===== config.mk =====
export PLATFORM = sky130hd
export DESIGN_NAME = sprite_pixel_pipe
export DESIGN_NICKNAME = d
export VERILOG_FILES = /design/src/rtl/sprite_pixel_pipe.sv
export SDC_FILE = /design/constraint.sdc
export NUM_CORES = 2
export LEC_CHECK = 0
export BUFFER_PORTS_ARGS = -buffer_cell sky130_fd_sc_hd__clkbuf_2
export CAP_MARGIN = 20
export CELL_PAD_IN_SITES_DETAIL_PLACEMENT = 0
export CELL_PAD_IN_SITES_GLOBAL_PLACEMENT = 2
export CORE_MARGIN = 2
export CORE_UTILIZATION = 47
export DETAILED_ROUTE_END_ITERATION = 16
export PLACE_DENSITY_LB_ADDON = 0.12
export SLEW_MARGIN = 20
export SYNTH_ARGS = -nofsm -noshare
export SYNTH_HDL_FRONTEND = slang
export SYNTH_SLANG_ARGS = --single-unit

===== constraint.sdc =====
create_clock -name Clk -period 6.7 [get_ports Clk]
set_input_delay 0.67 -clock Clk [delete_from_list [all_inputs] [get_ports Clk]]
set_output_delay 0.67 -clock Clk [all_outputs]
set_load 0.01 [all_outputs]

===== src/rtl/sprite_pixel_pipe.sv =====
// sprite_pixel_pipe
//   Turns a per-pixel sprite request (sprite number plus screen-pixel offset
//   inside the sprite's on-screen box) into a sprite-sheet RAM read. It then
//   maps the returned palette index to RGB888 and a transparency flag.
//   Sprite descriptors (base, width, height) and the palette can be loaded at
//   run time. Sheet pixels are scaled up by 2**SCALE_LOG2 on both axes, and
//   optional horizontal mirroring is supported.
//
// Handshake: there is no ready and no backpressure. Every cycle with
//   req_valid = 1 is one accepted pixel. Exactly 3 cycles later out_valid is
//   high for one cycle, carrying that pixel. Pixels come out in request order.
//
// Ports
//   Clk, Reset                  clock (rising edge), synchronous active-high reset
//   req_valid, sprite_num,
//   rel_x, rel_y, flip_x        pixel request
//   desc_we, desc_addr,
//   desc_base, desc_w, desc_h   descriptor table write port
//   pal_we, pal_waddr, pal_wdata palette write port
//   ram_addr, ram_rd_en         registered read request to the sprite frame RAM
//   ram_data                    synchronous RAM data, valid one cycle after ram_addr
//   out_valid, R, G, B,
//   transparent, oob            pixel result
module sprite_pixel_pipe #(
    parameter int NUM_SPRITES     = 32,
    parameter int NUM_W           = $clog2(NUM_SPRITES),
    parameter int ADDR_W          = 20,
    parameter int IDX_W           = 4,
    parameter int SHEET_W         = 46,
    parameter int SCALE_LOG2      = 3,
    parameter int TRANSPARENT_IDX = 0
) (
    input  logic              Clk,
    input  logic              Reset,
    input  logic              req_valid,
    input  logic [NUM_W-1:0]  sprite_num,
    input  logic [9:0]        rel_x,
    input  logic [9:0]        rel_y,
    input  logic              flip_x,
    input  logic              desc_we,
    input  logic [NUM_W-1:0]  desc_addr,
    input  logic [ADDR_W-1:0] desc_base,
    input  logic [7:0]        desc_w,
    input  logic [7:0]        desc_h,
    input  logic              pal_we,
    input  logic [IDX_W-1:0]  pal_waddr,
    input  logic [23:0]       pal_wdata,
    output logic [ADDR_W-1:0] ram_addr,
    output logic              ram_rd_en,
    input  logic [IDX_W-1:0]  ram_data,
    output logic              out_valid,
    output logic [7:0]        R,
    output logic [7:0]        G,
    output logic [7:0]        B,
    output logic              transparent,
    output logic              oob
);

    localparam int PAL_DEPTH = 2 ** IDX_W;

    logic [ADDR_W-1:0] desc_base_tab [NUM_SPRITES];
    logic [7:0]        desc_w_tab    [NUM_SPRITES];
    logic [7:0]        desc_h_tab    [NUM_SPRITES];
    logic [23:0]       pal           [PAL_DEPTH];

    // Pipeline flags that travel alongside the RAM access
    logic v1, oob1, v2, oob2;

    function automatic logic [23:0] pal_default(input int i);
        case (i)
            0:       return 24'h800080;
            1:       return 24'hFFFDFB;
            2:       return 24'hB53121;
            3:       return 24'hF83800;
            4:       return 24'hE18300;
            5:       return 24'h1D7B01;
            6:       return 24'hAC7C00;
            7:       return 24'hD4E7C7;
            8:       return 24'h057987;
            default: return 24'h000000;
        endcase
    endfunction

    // Stage 0: address generation. The descriptor read is combinational from
    // registered tables, so a same-cycle descriptor write is not yet visible here.
    logic [9:0]        sx, sy, w_ext, h_ext, col;
    logic              oob0;
    logic [ADDR_W-1:0] addr_next;

    always_comb begin
        w_ext = {2'b00, desc_w_tab[sprite_num]};
        h_ext = {2'b00, desc_h_tab[sprite_num]};
        sx    = rel_x >> SCALE_LOG2;
        sy    = rel_y >> SCALE_LOG2;
        oob0  = (sx >= w_ext) || (sy >= h_ext);
        // Only used when sx < w, so w - 1 - sx cannot underflow on a real read
        col   = flip_x ? (w_ext - 10'd1 - sx) : sx;
        addr_next = desc_base_tab[sprite_num]
                  + ADDR_W'(sy) * ADDR_W'(SHEET_W)
                  + ADDR_W'(col);
    end

    always_ff @(posedge Clk) begin
        if (Reset) begin
            for (int i = 0; i < NUM_SPRITES; i++) begin
                desc_base_tab[i] <= '0;
                desc_w_tab[i]    <= '0;
                desc_h_tab[i]    <= '0;
            end
            for (int i = 0; i < PAL_DEPTH; i++) begin
                pal[i] <= pal_default(i);
            end
            v1          <= 1'b0;
            oob1        <= 1'b0;
            v2          <= 1'b0;
            oob2        <= 1'b0;
            ram_addr    <= '0;
            ram_rd_en   <= 1'b0;
            out_valid   <= 1'b0;
            R           <= '0;
            G           <= '0;
            B           <= '0;
            transparent <= 1'b0;
            oob         <= 1'b0;
        end else begin
            if (desc_we) begin
                desc_base_tab[desc_addr] <= desc_base;
                desc_w_tab[desc_addr]    <= desc_w;
                desc_h_tab[desc_addr]    <= desc_h;
            end
            if (pal_we) begin
                pal[pal_waddr] <= pal_wdata;
            end

            // Stage 0 -> 1: issue the RAM read
            v1        <= req_valid;
            oob1      <= oob0;
            ram_rd_en <= req_valid & ~oob0;
            if (req_valid) begin
                ram_addr <= addr_next;
            end

            // Stage 1 -> 2: RAM access in flight
            v2   <= v1;
            oob2 <= oob1;

            // Stage 2 -> outputs: palette lookup reads the pre-write colour
            out_valid <= v2;
            if (v2) begin
                if (oob2) begin
                    {R, G, B}   <= 24'h000000;
                    transparent <= 1'b1;
                    oob         <= 1'b1;
                end else begin
                    {R, G, B}   <= pal[ram_data];
                    transparent <= (ram_data == IDX_W'(TRANSPARENT_IDX));
                    oob         <= 1'b0;
                end
            end
        end
    end

endmodule


==> key figures <==
Outcome
  • Status: finished, final reports clean

Synthesis
  • Share of the synthesized area in the top cell type: 62.61%
  • Syn_nets: 4947
  • Top cells by area, synth: edfxtp_1, mux4_2, and2_1
  • Synth async-reset ratio: 0%
  • Count leader, synth: edfxtp_1
  • Synthesized instance count: 4760
  • Mapped Area: 73670 µm²
  • Post-synthesis sequential area ratio: 64.02%
  • Top_reg_cell synth: edfxtp_1
  • Seq cells post-synth: 1588
  • Area leader, netlist: edfxtp_1
  • Number of synthesized flops with an enable pin: 1536
  • Yosys cell types: 64
  • Syn Area/Cell: 15.48 µm²
  • Top post-synthesis cells by count: edfxtp_1, and2_1, mux4_2
  • Synth warn: 0

Pwr
  • P_leak: 29.17 nW
  • Pint: 18.01 mW
  • Clock power frac: 38.4%
  • Seq pwr share: 48.3%
  • Power Dens Cells: 290.9 nW/µm²
  • Sw Share: 24.96%
  • Switch Pwr: 5.991 mW
  • Logic pwr share: 13.3%
  • Peak supply drop: 262.3 µV

STA
  • Worst-Margin Slew: 1175 ps
  • Final Cycle Share: 90.09%
  • Final setup fails: 0
  • Clock Skews: 19.15 ps
  • Max_slew headroom: 21.61%
  • F_max: 0.1657 GHz
  • Final Worst Setup Slack: 663.7 ps
  • RSZ-0062 raised after global routing: no
  • Hold Fails Final Rpt: 0
  • Slew Viols, Final: 0
  • Minimum clock period after layout: 6036 ps

Setup path
  • Crit path kind: reg -> reg
  • Worst EP arrival: 6690 ps
  • CP endpoint kind: register
  • CP max stage cell: fa_1
  • CP Launch Type: register
  • Worst R2R Path Depth: 25
  • Crit Path Max Fanout: 4
  • Critical path capture point: ram_addr[16]
  • Worst path max stage delay: 490 ps
  • Reg2Reg Launch Point: desc_w_tab[1][0]
  • Worst Path Required: 7360 ps
  • R2r endpoint: ram_addr[16]
  • Cell mode on critical path: ha_1
  • Critical path startpoint: desc_w_tab[1][0]
  • Reg2Reg Setup Slack: 660 ps

GRT
  • Initial antenna violation count: 32
  • First-pass GRT wire length: 327600 µm
  • Total grt overflow: 0
  • GRT Overall Usage: 29.59%
  • Largest net degree at the start of global routing: 96
  • Vias in the first global route: 42047

Detailed routing
  • Iter 0 DRT Violations: 4437
  • Antenna-violating nets left: 0
  • DRC Markers: 0
  • Wire length per cell: 33.07 µm
  • Routed vias: 41448
  • Via density: 5.867
  • Routed wire length: 233600 µm
  • Drt pass-1 iters: 6

Clocking
  • Post-CTS Setup Repair Bufs: 0
  • CTS Root Cell: clkbuf_16
  • Post-CTS Hold Buffers: 0
  • PostCTS Resize Cnt: 0
  • Max H-tree Level: 4
  • Clock tree sinks: 1588
  • TritonCTS Buffers: 174
  • Clk slew on worst S/H paths: 60 ps
  • Clock latency on the worst-skew pair: 800 ps
  • CTS max path bufs: 3
  • CTS tree: built

Flow run
  • Maxcap violations: 0

Place
  • Final HPWL DP: 133900 µm
  • Post-Place Setup Slack: -59.62 ps
  • IO buf count: 145
  • Post-DP Area: 77090 µm²
  • Placer Congestion: 0.7997
  • Inst Count DP: 6734

Finish
  • Share of layout cells above drive strength 1: 22.45%
  • Fillers: 12727
  • Nets: 5039
  • Area growth syn-to-layout: 11.98%
  • Final instance area: 82490 µm²
  • Non-Filler Instances: 7064

Floorplanning
  • I/O pin total: 152
  • Area of the core: 156000 µm²
  • Rows: 145
  • Die Y: 399.9 µm
  • Initial Utilization: 47.22%
  • Die Span X: 399.9 µm
  • Die ar.: 159900 µm²

Hold path
  • Hold Crit Class: in -> reg
==> worst min-delay path by stage <==
| stage | endpoint | slack, ps | depth (start not counted) | startpoint |
|---|---|---|---|---|
| detailed placement | oob2 | 420 | 1 | oob1 |
| finish | pal[3][13] | 360 | 2 | pal_wdata[13] |
| CTS | pal[3][13] | 290 | 2 | pal_wdata[13] |
| floorplan | oob2 | 410 | 1 | oob1 |
| global route | pal[3][13] | 340 | 2 | pal_wdata[13] |
| global placement | v2 | 420 | 1 | v1 |
==> state kept, by name, indices dropped and copies added (netlist names), 8 cells and up <==
name / flops
desc_base_tab: 640
pal: 384
B: 8
R: 8
desc_w_tab: 256
G: 8
ram_addr: 20
desc_h_tab: 256
==> metrics by stage <==
step                      hold slack [ps]  setup TNS, ps  util, %  power [mW]
after floorplan                     413.8              0        -       13.73
after global placement              420.4         -215.0    49.41       14.98
after detailed placement            423.1         -155.9    49.41       15.01
after CTS                           292.2              0    52.85       24.15
after global routing                336.3              0    52.85       24.83
final                               362.4              0    52.87       24.00
==> cell families after synthesis <==
group	share of synthesized area (%)
simple gates	15.28
flops	64.02
mux	14.55
buf+inv	2.576
compound gates	1.593
fa+ha+maj	1.603
xor+xnor	0.3804
==> power by group through the flow <==
| stage | Clock (mW) | Combinational, mW | Sequential [mW] |
|---|---|---|---|
| final | 9.22 | 3.18 | 11.6 |
| after global routing | 9.74 | 3.45 | 11.6 |
| after floorplan | 0 | 1.98 | 11.8 |
| after detailed placement | 0 | 3.20 | 11.8 |
| after CTS | 9.33 | 3.21 | 11.6 |
| after global placement | 0 | 3.20 | 11.8 |
==> routing by layer <==
| layer | track usage [%] | vias to the layer above | routed length, µm |
|---|---|---|---|
| met1 | 39.52 | 21656 | 93570 |
| li1 | - | 17690 | - |
| met3 | 5.258 | 411 | 17030 |
| met2 | 49.80 | 1671 | 116200 |
| met5 | 0 | - | 138 |
| met4 | 8.514 | 20 | 6653 |
==> placed cells by master (no fill, tap or decap), types with 56 or more instances in the layout <==
cell	Yosys	routed
and2_1	1421	1421
buf_4	11	180
clkbuf_1	331	65
clkbuf_16	0	177
clkbuf_2	0	139
edfxtp_1	1536	1536
ha_1	64	64
inv_1	62	61
mux2i_1	102	101
mux4_2	424	424
nand2_1	56	56
nor2_1	119	78
or2_2	72	71
==> cell type report <==
class / count / area, µm² / share of cell area, %
antenna: 12 / 30.03 / 0.03640
multi-input combinational: 2696 / 24890 / 30.18
inverter: 63 / 240.2 / 0.2912
tap: 2058 / 2575 / 3.121
clock inverter: 68 / 585.6 / 0.7098
sequential: 1588 / 47170 / 57.18
timing repair buffer: 329 / 2220 / 2.691
clock buffer: 250 / 4783 / 5.799
==> worst max-delay path: cells and delay by family (launching register included) <==
family	cells	cell delay, ps
flip-flops	1	380
XOR/XNOR	2	330
adder cells (fa/ha/maj)	4	1310
AO/OA/AOI/OAI	11	2470
multiplexers	3	830
AND/OR/NAND/NOR	4	390
buffers and inverters	1	200
No activity file was read; power rests on OpenSTA's default activity.
